## src/rtl/pci_tgt_pkg.sv

```systemverilog
// Shared definitions for the PCI target data-phase controller.
//   WAIT_W              width of the wait-state down-counter
//   ASSERTED/DEASSERTED levels of the active-low PCI control pins
//   S_* / tgt_state_e   FSM state encoding
package pci_tgt_pkg;

    localparam int WAIT_W = 4;

    localparam logic ASSERTED   = 1'b0;
    localparam logic DEASSERTED = 1'b1;

    localparam logic [2:0] S_IDLE   = 3'd0;
    localparam logic [2:0] S_WAIT   = 3'd1;
    localparam logic [2:0] S_READY  = 3'd2;
    localparam logic [2:0] S_DISCON = 3'd3;
    localparam logic [2:0] S_TURN   = 3'd4;

    typedef enum logic [2:0] {
        ST_IDLE   = S_IDLE,
        ST_WAIT   = S_WAIT,
        ST_READY  = S_READY,
        ST_DISCON = S_DISCON,
        ST_TURN   = S_TURN
    } tgt_state_e;

endpackage

```

## src/rtl/pci_wait_cnt.sv

```systemverilog
// Loadable wait-state down-counter.
// Ports:
//   clk       bus clock
//   rst_n     asynchronous active-low reset
//   load      load load_val (has priority over dec)
//   load_val  value to load
//   dec       count down by one while above 1
//   done      1 when the count is 0 or 1, i.e. the last wait cycle is in progress
module pci_wait_cnt
    import pci_tgt_pkg::*;
(
    input  logic              clk,
    input  logic              rst_n,
    input  logic              load,
    input  logic [WAIT_W-1:0] load_val,
    input  logic              dec,
    output logic              done
);

    localparam logic [WAIT_W-1:0] ONE = WAIT_W'(1);

    logic [WAIT_W-1:0] cnt;

    always_ff @(posedge clk or negedge rst_n) begin
        if (!rst_n) begin
            cnt <= '0;
        end else if (load) begin
            cnt <= load_val;
        end else if (dec && (cnt > ONE)) begin
            cnt <= cnt - ONE;
        end
    end

    // Exiting on cnt<=1 (rather than 0) makes a load of N give exactly N wait cycles.
    assign done = (cnt <= ONE);

endmodule

```

## src/rtl/pci_target_ready_ctrl.sv

```systemverilog
// PCI target data-phase controller: drives TRDY#/STOP# for a claimed transaction,
// with programmable initial/subsequent wait states, a storage-ready gate, burst phase
// counting and disconnect after MAX_BURST phases.
// Ports:
//   clk          bus clock
//   rst_n        asynchronous active-low reset
//   frame_n      FRAME#, active low
//   irdy_n       IRDY#, active low
//   devsel_n     DEVSEL# from decode, active low (target claimed)
//   storage_rdy  storage can source/sink one data phase
//   trdy_n       TRDY#, registered
//   stop_n       STOP#, registered
//   xfer_stb     one-cycle pulse per completed data phase
//   phase_cnt    completed phases in the current transaction, saturating
//   busy         FSM not idle
//
// state   | meaning
// --------+---------------------------------------------------------------
// IDLE    | no claim; outputs inactive
// WAIT    | counting wait states / waiting for storage_rdy, TRDY# high
// READY   | TRDY# low until IRDY# completes the data phase
// DISCON  | burst limit reached, STOP# low until the master drops FRAME#
// TURN    | one turnaround cycle with TRDY#/STOP# high
module pci_target_ready_ctrl
    import pci_tgt_pkg::*;
#(
    parameter int INIT_WAIT   = 2,
    parameter int SUBSEQ_WAIT = 0,
    parameter int MAX_BURST   = 8,
    parameter int CNT_W       = 4
) (
    input  logic             clk,
    input  logic             rst_n,
    input  logic             frame_n,
    input  logic             irdy_n,
    input  logic             devsel_n,
    input  logic             storage_rdy,
    output logic             trdy_n,
    output logic             stop_n,
    output logic             xfer_stb,
    output logic [CNT_W-1:0] phase_cnt,
    output logic             busy
);

    localparam logic [WAIT_W-1:0] INIT_LD   = WAIT_W'(INIT_WAIT);
    localparam logic [WAIT_W-1:0] SUBSEQ_LD = WAIT_W'(SUBSEQ_WAIT);
    localparam logic [CNT_W-1:0]  MAX_CNT   = CNT_W'(MAX_BURST);
    localparam logic [CNT_W-1:0]  CNT_SAT   = '1;
    localparam logic [CNT_W-1:0]  CNT_ONE   = CNT_W'(1);

    tgt_state_e        state;
    logic              claim;
    logic              xfer;
    logic              wc_load;
    logic              wc_dec;
    logic              wc_done;
    logic [WAIT_W-1:0] wc_val;
    logic [CNT_W-1:0]  cnt_next;

    assign claim = (state == ST_IDLE) && (devsel_n == ASSERTED);

    // A deasserted DEVSEL# masks the transfer so an abort wins over a data phase.
    assign xfer = (state == ST_READY) && (devsel_n == ASSERTED) &&
                  (irdy_n == ASSERTED) && (trdy_n == ASSERTED);

    // Reloading on every transfer is harmless when the FSM stays in READY.
    assign wc_load = claim || xfer;
    assign wc_val  = claim ? INIT_LD : SUBSEQ_LD;
    assign wc_dec  = (state == ST_WAIT);

    assign cnt_next = (phase_cnt == CNT_SAT) ? phase_cnt : phase_cnt + CNT_ONE;

    pci_wait_cnt u_wait_cnt (
        .clk      (clk),
        .rst_n    (rst_n),
        .load     (wc_load),
        .load_val (wc_val),
        .dec      (wc_dec),
        .done     (wc_done)
    );

    always_ff @(posedge clk or negedge rst_n) begin
        if (!rst_n) begin
            state     <= ST_IDLE;
            trdy_n    <= DEASSERTED;
            stop_n    <= DEASSERTED;
            xfer_stb  <= 1'b0;
            phase_cnt <= '0;
            busy      <= 1'b0;
        end else begin
            xfer_stb <= 1'b0;
            case (state)
                ST_IDLE: begin
                    if (claim) begin
                        phase_cnt <= '0;
                        busy      <= 1'b1;
                        if ((INIT_WAIT == 0) && storage_rdy) begin
                            state  <= ST_READY;
                            trdy_n <= ASSERTED;
                        end else begin
                            state  <= ST_WAIT;
                        end
                    end
                end

                ST_WAIT: begin
                    if ((devsel_n == DEASSERTED) ||
                        ((frame_n == DEASSERTED) && (irdy_n == DEASSERTED))) begin
                        state  <= ST_IDLE;
                        busy   <= 1'b0;
                        trdy_n <= DEASSERTED;
                        stop_n <= DEASSERTED;
                    end else if (wc_done && storage_rdy) begin
                        state  <= ST_READY;
                        trdy_n <= ASSERTED;
                    end
                end

                ST_READY: begin
                    if (devsel_n == DEASSERTED) begin
                        state  <= ST_IDLE;
                        busy   <= 1'b0;
                        trdy_n <= DEASSERTED;
                        stop_n <= DEASSERTED;
                    end else if (xfer) begin
                        xfer_stb  <= 1'b1;
                        phase_cnt <= cnt_next;
                        if (frame_n == DEASSERTED) begin
                            state  <= ST_TURN;
                            trdy_n <= DEASSERTED;
                        end else if ((MAX_BURST != 0) && (cnt_next == MAX_CNT)) begin
                            state  <= ST_DISCON;
                            trdy_n <= DEASSERTED;
                            stop_n <= ASSERTED;
                        end else if ((SUBSEQ_WAIT != 0) || !storage_rdy) begin
                            state  <= ST_WAIT;
                            trdy_n <= DEASSERTED;
                        end
                    end
                end

                ST_DISCON: begin
                    if (devsel_n == DEASSERTED) begin
                        state  <= ST_IDLE;
                        busy   <= 1'b0;
                        trdy_n <= DEASSERTED;
                        stop_n <= DEASSERTED;
                    end else if (frame_n == DEASSERTED) begin
                        state  <= ST_TURN;
                        stop_n <= DEASSERTED;
                    end
                end

                ST_TURN: begin
                    state  <= ST_IDLE;
                    busy   <= 1'b0;
                    trdy_n <= DEASSERTED;
                    stop_n <= DEASSERTED;
                end

                default: begin
                    state  <= ST_IDLE;
                    busy   <= 1'b0;
                    trdy_n <= DEASSERTED;
                    stop_n <= DEASSERTED;
                end
            endcase
        end
    end

endmodule

```

## config.mk

```make
export PLATFORM = sky130hd
export DESIGN_NAME = pci_target_ready_ctrl
export DESIGN_NICKNAME = d
export VERILOG_FILES = /design/src/rtl/pci_tgt_pkg.sv /design/src/rtl/pci_wait_cnt.sv /design/src/rtl/pci_target_ready_ctrl.sv
export SDC_FILE = /design/constraint.sdc
export NUM_CORES = 1
export LEC_CHECK = 0
export BUFFER_PORTS_ARGS = -buffer_cell sky130_fd_sc_hd__buf_2
export CAP_MARGIN = 30
export CORE_AREA = 5 5 59 45
export DETAILED_ROUTE_END_ITERATION = 10
export DIE_AREA = 0 0 64 50
export PLACE_DENSITY = 0.76
export SYNTH_ARGS = -nofsm -noshare
export SYNTH_HDL_FRONTEND = slang
export SYNTH_HIERARCHICAL = 1
export SYNTH_SLANG_ARGS = --single-unit
```

## constraint.sdc

```tcl
create_clock -name clk -period 2.2 [get_ports clk]
set_input_delay 0.33 -clock clk [delete_from_list [all_inputs] [get_ports clk]]
set_output_delay 0.33 -clock clk [all_outputs]
set_load 0.01 [all_outputs]
```

==> reports/results.tsv <==
metric	value	unit
vias per std cell	6.018	
area of the multi-input gates	666.9	um^2
postcts setup bufs	0	
most frequent cell after synthesis	dfrtp_1	
register area	377.9	um^2
clock share of power	12.5	%
total global-route track usage	17.24	%
min Tclk post-route	1.986	ns
Worst R2R Setup Slack	0.21	ns
total number of H-tree levels	1	
combinational share of power	51.6	%
final setup TNS	0	ns
initial antenna violation count	0	
CTS tree	built	
TritonCTS Buffers	3	
Worst Skew	0.007590	ns
Post-synth top cells	dfrtp_1, a21oi_1, nor2_1	
CORE AREA	2049	um^2
Vias	987	
share of layout cells above drive strength 1	25.00	%
# port buffers	13	
Antenna diodes	0	
peak supply drop	0.7209	mV
Die Y	50	um
largest net degree at the start of global routing	16	
Critical R2R Launch	u_wait_cnt/cnt[0]	
cell accounting for the most synthesized area	dfrtp_1	
Int Pwr	0.7652	mW
Worst Reg-to-Reg Cells	8	
final instance area	1234	um^2
NumNets Final	150	
post-detail-place hpwl	1.854	mm
Worst-Skew Late Latency	0.30	ns
number of detailed-route iterations in the first pass	5	
total power	1.382	mW
area share of the largest cell type after synthesis	29.75	%
Filler cells	187	
Starting Density	53.36	%
crit-path max FO	6	
io pins	14	
Area Growth Syn to Fin	12.81	%
synthesized cell area	1094	um^2
Finish-stage setup viols	0	
P_sw	0.6165	mW
RSZ-0062 raised after global routing	false	
final hold slack	0.3848	ns
R2R Path End	state[0]	
Post-synth ARST share	100.0	%
final hold violation count	0	
Sw Ratio	44.62	%
final WL	2.516	mm
placed inst area	1194	um^2
clock tree root buffer cell	clkbuf_4	
status	complete, no violations	
vias in the first global route	942	
Hold Crit Endpoint	state[1]	
Bufs on Longest Clock Path	2	
Post-synth EDFFs	0	
die width	64	um
Hold WC Path Type	primary input to flop	
Unique masters post-synth	47	
leakage power	0.5483	nW
largest cells by area after synthesis	dfrtp_1, dfstp_2, a21oi_1, ha_1, nor2_1	
total die area	3200	um^2
Final Slew Violations	0	
type of the worst setup path	flop to flop	
number of DRC markers in iteration 0	84	
period utilization	90.26	%
DR DRC count	0	
fin cells	164	
clk sink count	15	
Avg Cell Area, Syn	9.038	um^2
hold depth	3	
post_cts resized	0	
Worst setup EP type	flop	
f_max	0.5036	GHz
share of power burned in registers	35.9	%
worst hold start	storage_rdy	
routed len/inst	15.34	um
routability cong.	0.9073	
Synth Register Bits	15	
P per Cell Area	1120	nW/um^2
Worst EP arrival	2.18	ns
global-route wire length before repair	4.374	mm
sequential share of the synthesized area	34.55	%
Max-cap violations	0	
remaining global-route overflow	0	
YS warnings	6	
ys flop type	dfrtp_1	
Mapped Cells	121	
dpl cells	159	
Worst Path Required	2.39	ns
critical path launch point type	flop	
post-route ant nets	0	
Rows	14	
Worst-path clk slew	0.10	ns
## per-layer routing
metal	up-vias	global-route usage, %	part of all wire, %
li1	494	-	-
met1	447	22.71	47
met2	40	26.92	46
met3	6	5.455	5.6
met4	0	4.844	1.4
met5	-	0	0
## cells in the final DEF, fill, tap and decap left out, drive strengths merged, types with 3 or more instances in the layout
master   n
nor2    10
nand3    5
clkbuf   3
buf     16
inv      6
or2      3
nand2    8
dfrtp   13
nor2b    3
nand2b   3
nor3b    6
conb     3
o21a     3
o21ai   10
a21oi   10
ha       3
## per-stage QoR
stage / worst slack [ns] / utilization [%]
after floorplan: 0.4469 / -
after global placement: 0.3580 / 58.24
after detailed placement: 0.2622 / 58.24
after CTS: 0.2315 / 60.20
after global routing: 0.1154 / 60.20
final: 0.2142 / 60.20
## critical path, stage by stage, from the launching register on
cell,delay (ns)
dfrtp_1,0.43
inv_1,0.06
ha_1,0.24
nor2_1,0.20
nor3_1,0.08
and2_1,0.14
o32a_2,0.36
nor4b_1,0.16
o21ba_1,0.20
## area by class of cell
class / count / share of cell area, %
inverter: 7 / 2.536
multi-input combinational: 97 / 54.06
sequential: 15 / 30.63
clock inverter: 1 / 0.6085
clock buffer: 3 / 1.826
tap: 24 / 2.434
timing repair buffer: 17 / 7.911
## registers in the layout, indices dropped and copies added, names as in the netlist
name and count:
phase_cnt 4, trdy_n 1, xfer_stb 1, busy 1, state 3, stop_n 1, u_wait_cnt/cnt 4
## power groups by stage
stage	Sequential (mW)	Combinational [mW]	Clock, mW
2_1_floorplan	0.455	0.558	0
3_3_place_gp	0.491	0.666	0
3_5_place_dp	0.497	0.703	0
4_1_cts	0.492	0.708	0.181
5_1_grt	0.512	0.797	0.194
6_report	0.497	0.712	0.173
## worst max path at each step
stage	end	startpoint	slack, ns
final	state[0]	u_wait_cnt/cnt[0]	0.21
after global routing	state[0]	u_wait_cnt/cnt[0]	0.12
after CTS	state[0]	u_wait_cnt/cnt[0]	0.23
after detailed placement	state[0]	u_wait_cnt/cnt[0]	0.26
after global placement	u_wait_cnt/cnt[0]	irdy_n	0.36
after floorplan	state[0]	u_wait_cnt/cnt[0]	0.45
## what timing repair did
action	in CTS	in global routing
endpoints found under the hold margin	13	0
hold buffers	1	0
endpoints found under the setup margin	0	0
## kinds of logic after synthesis
logic type      after synthesis  share of synthesized area (%)
flops                        15                          34.55
simple gates                 52                          29.29
fa+ha+maj                     3                          3.433
other cells                   1                         0.3429
compound gates               39                          27.23
buf+inv                      11                          5.148
Note: power is estimated with default switching activity, not from simulation.
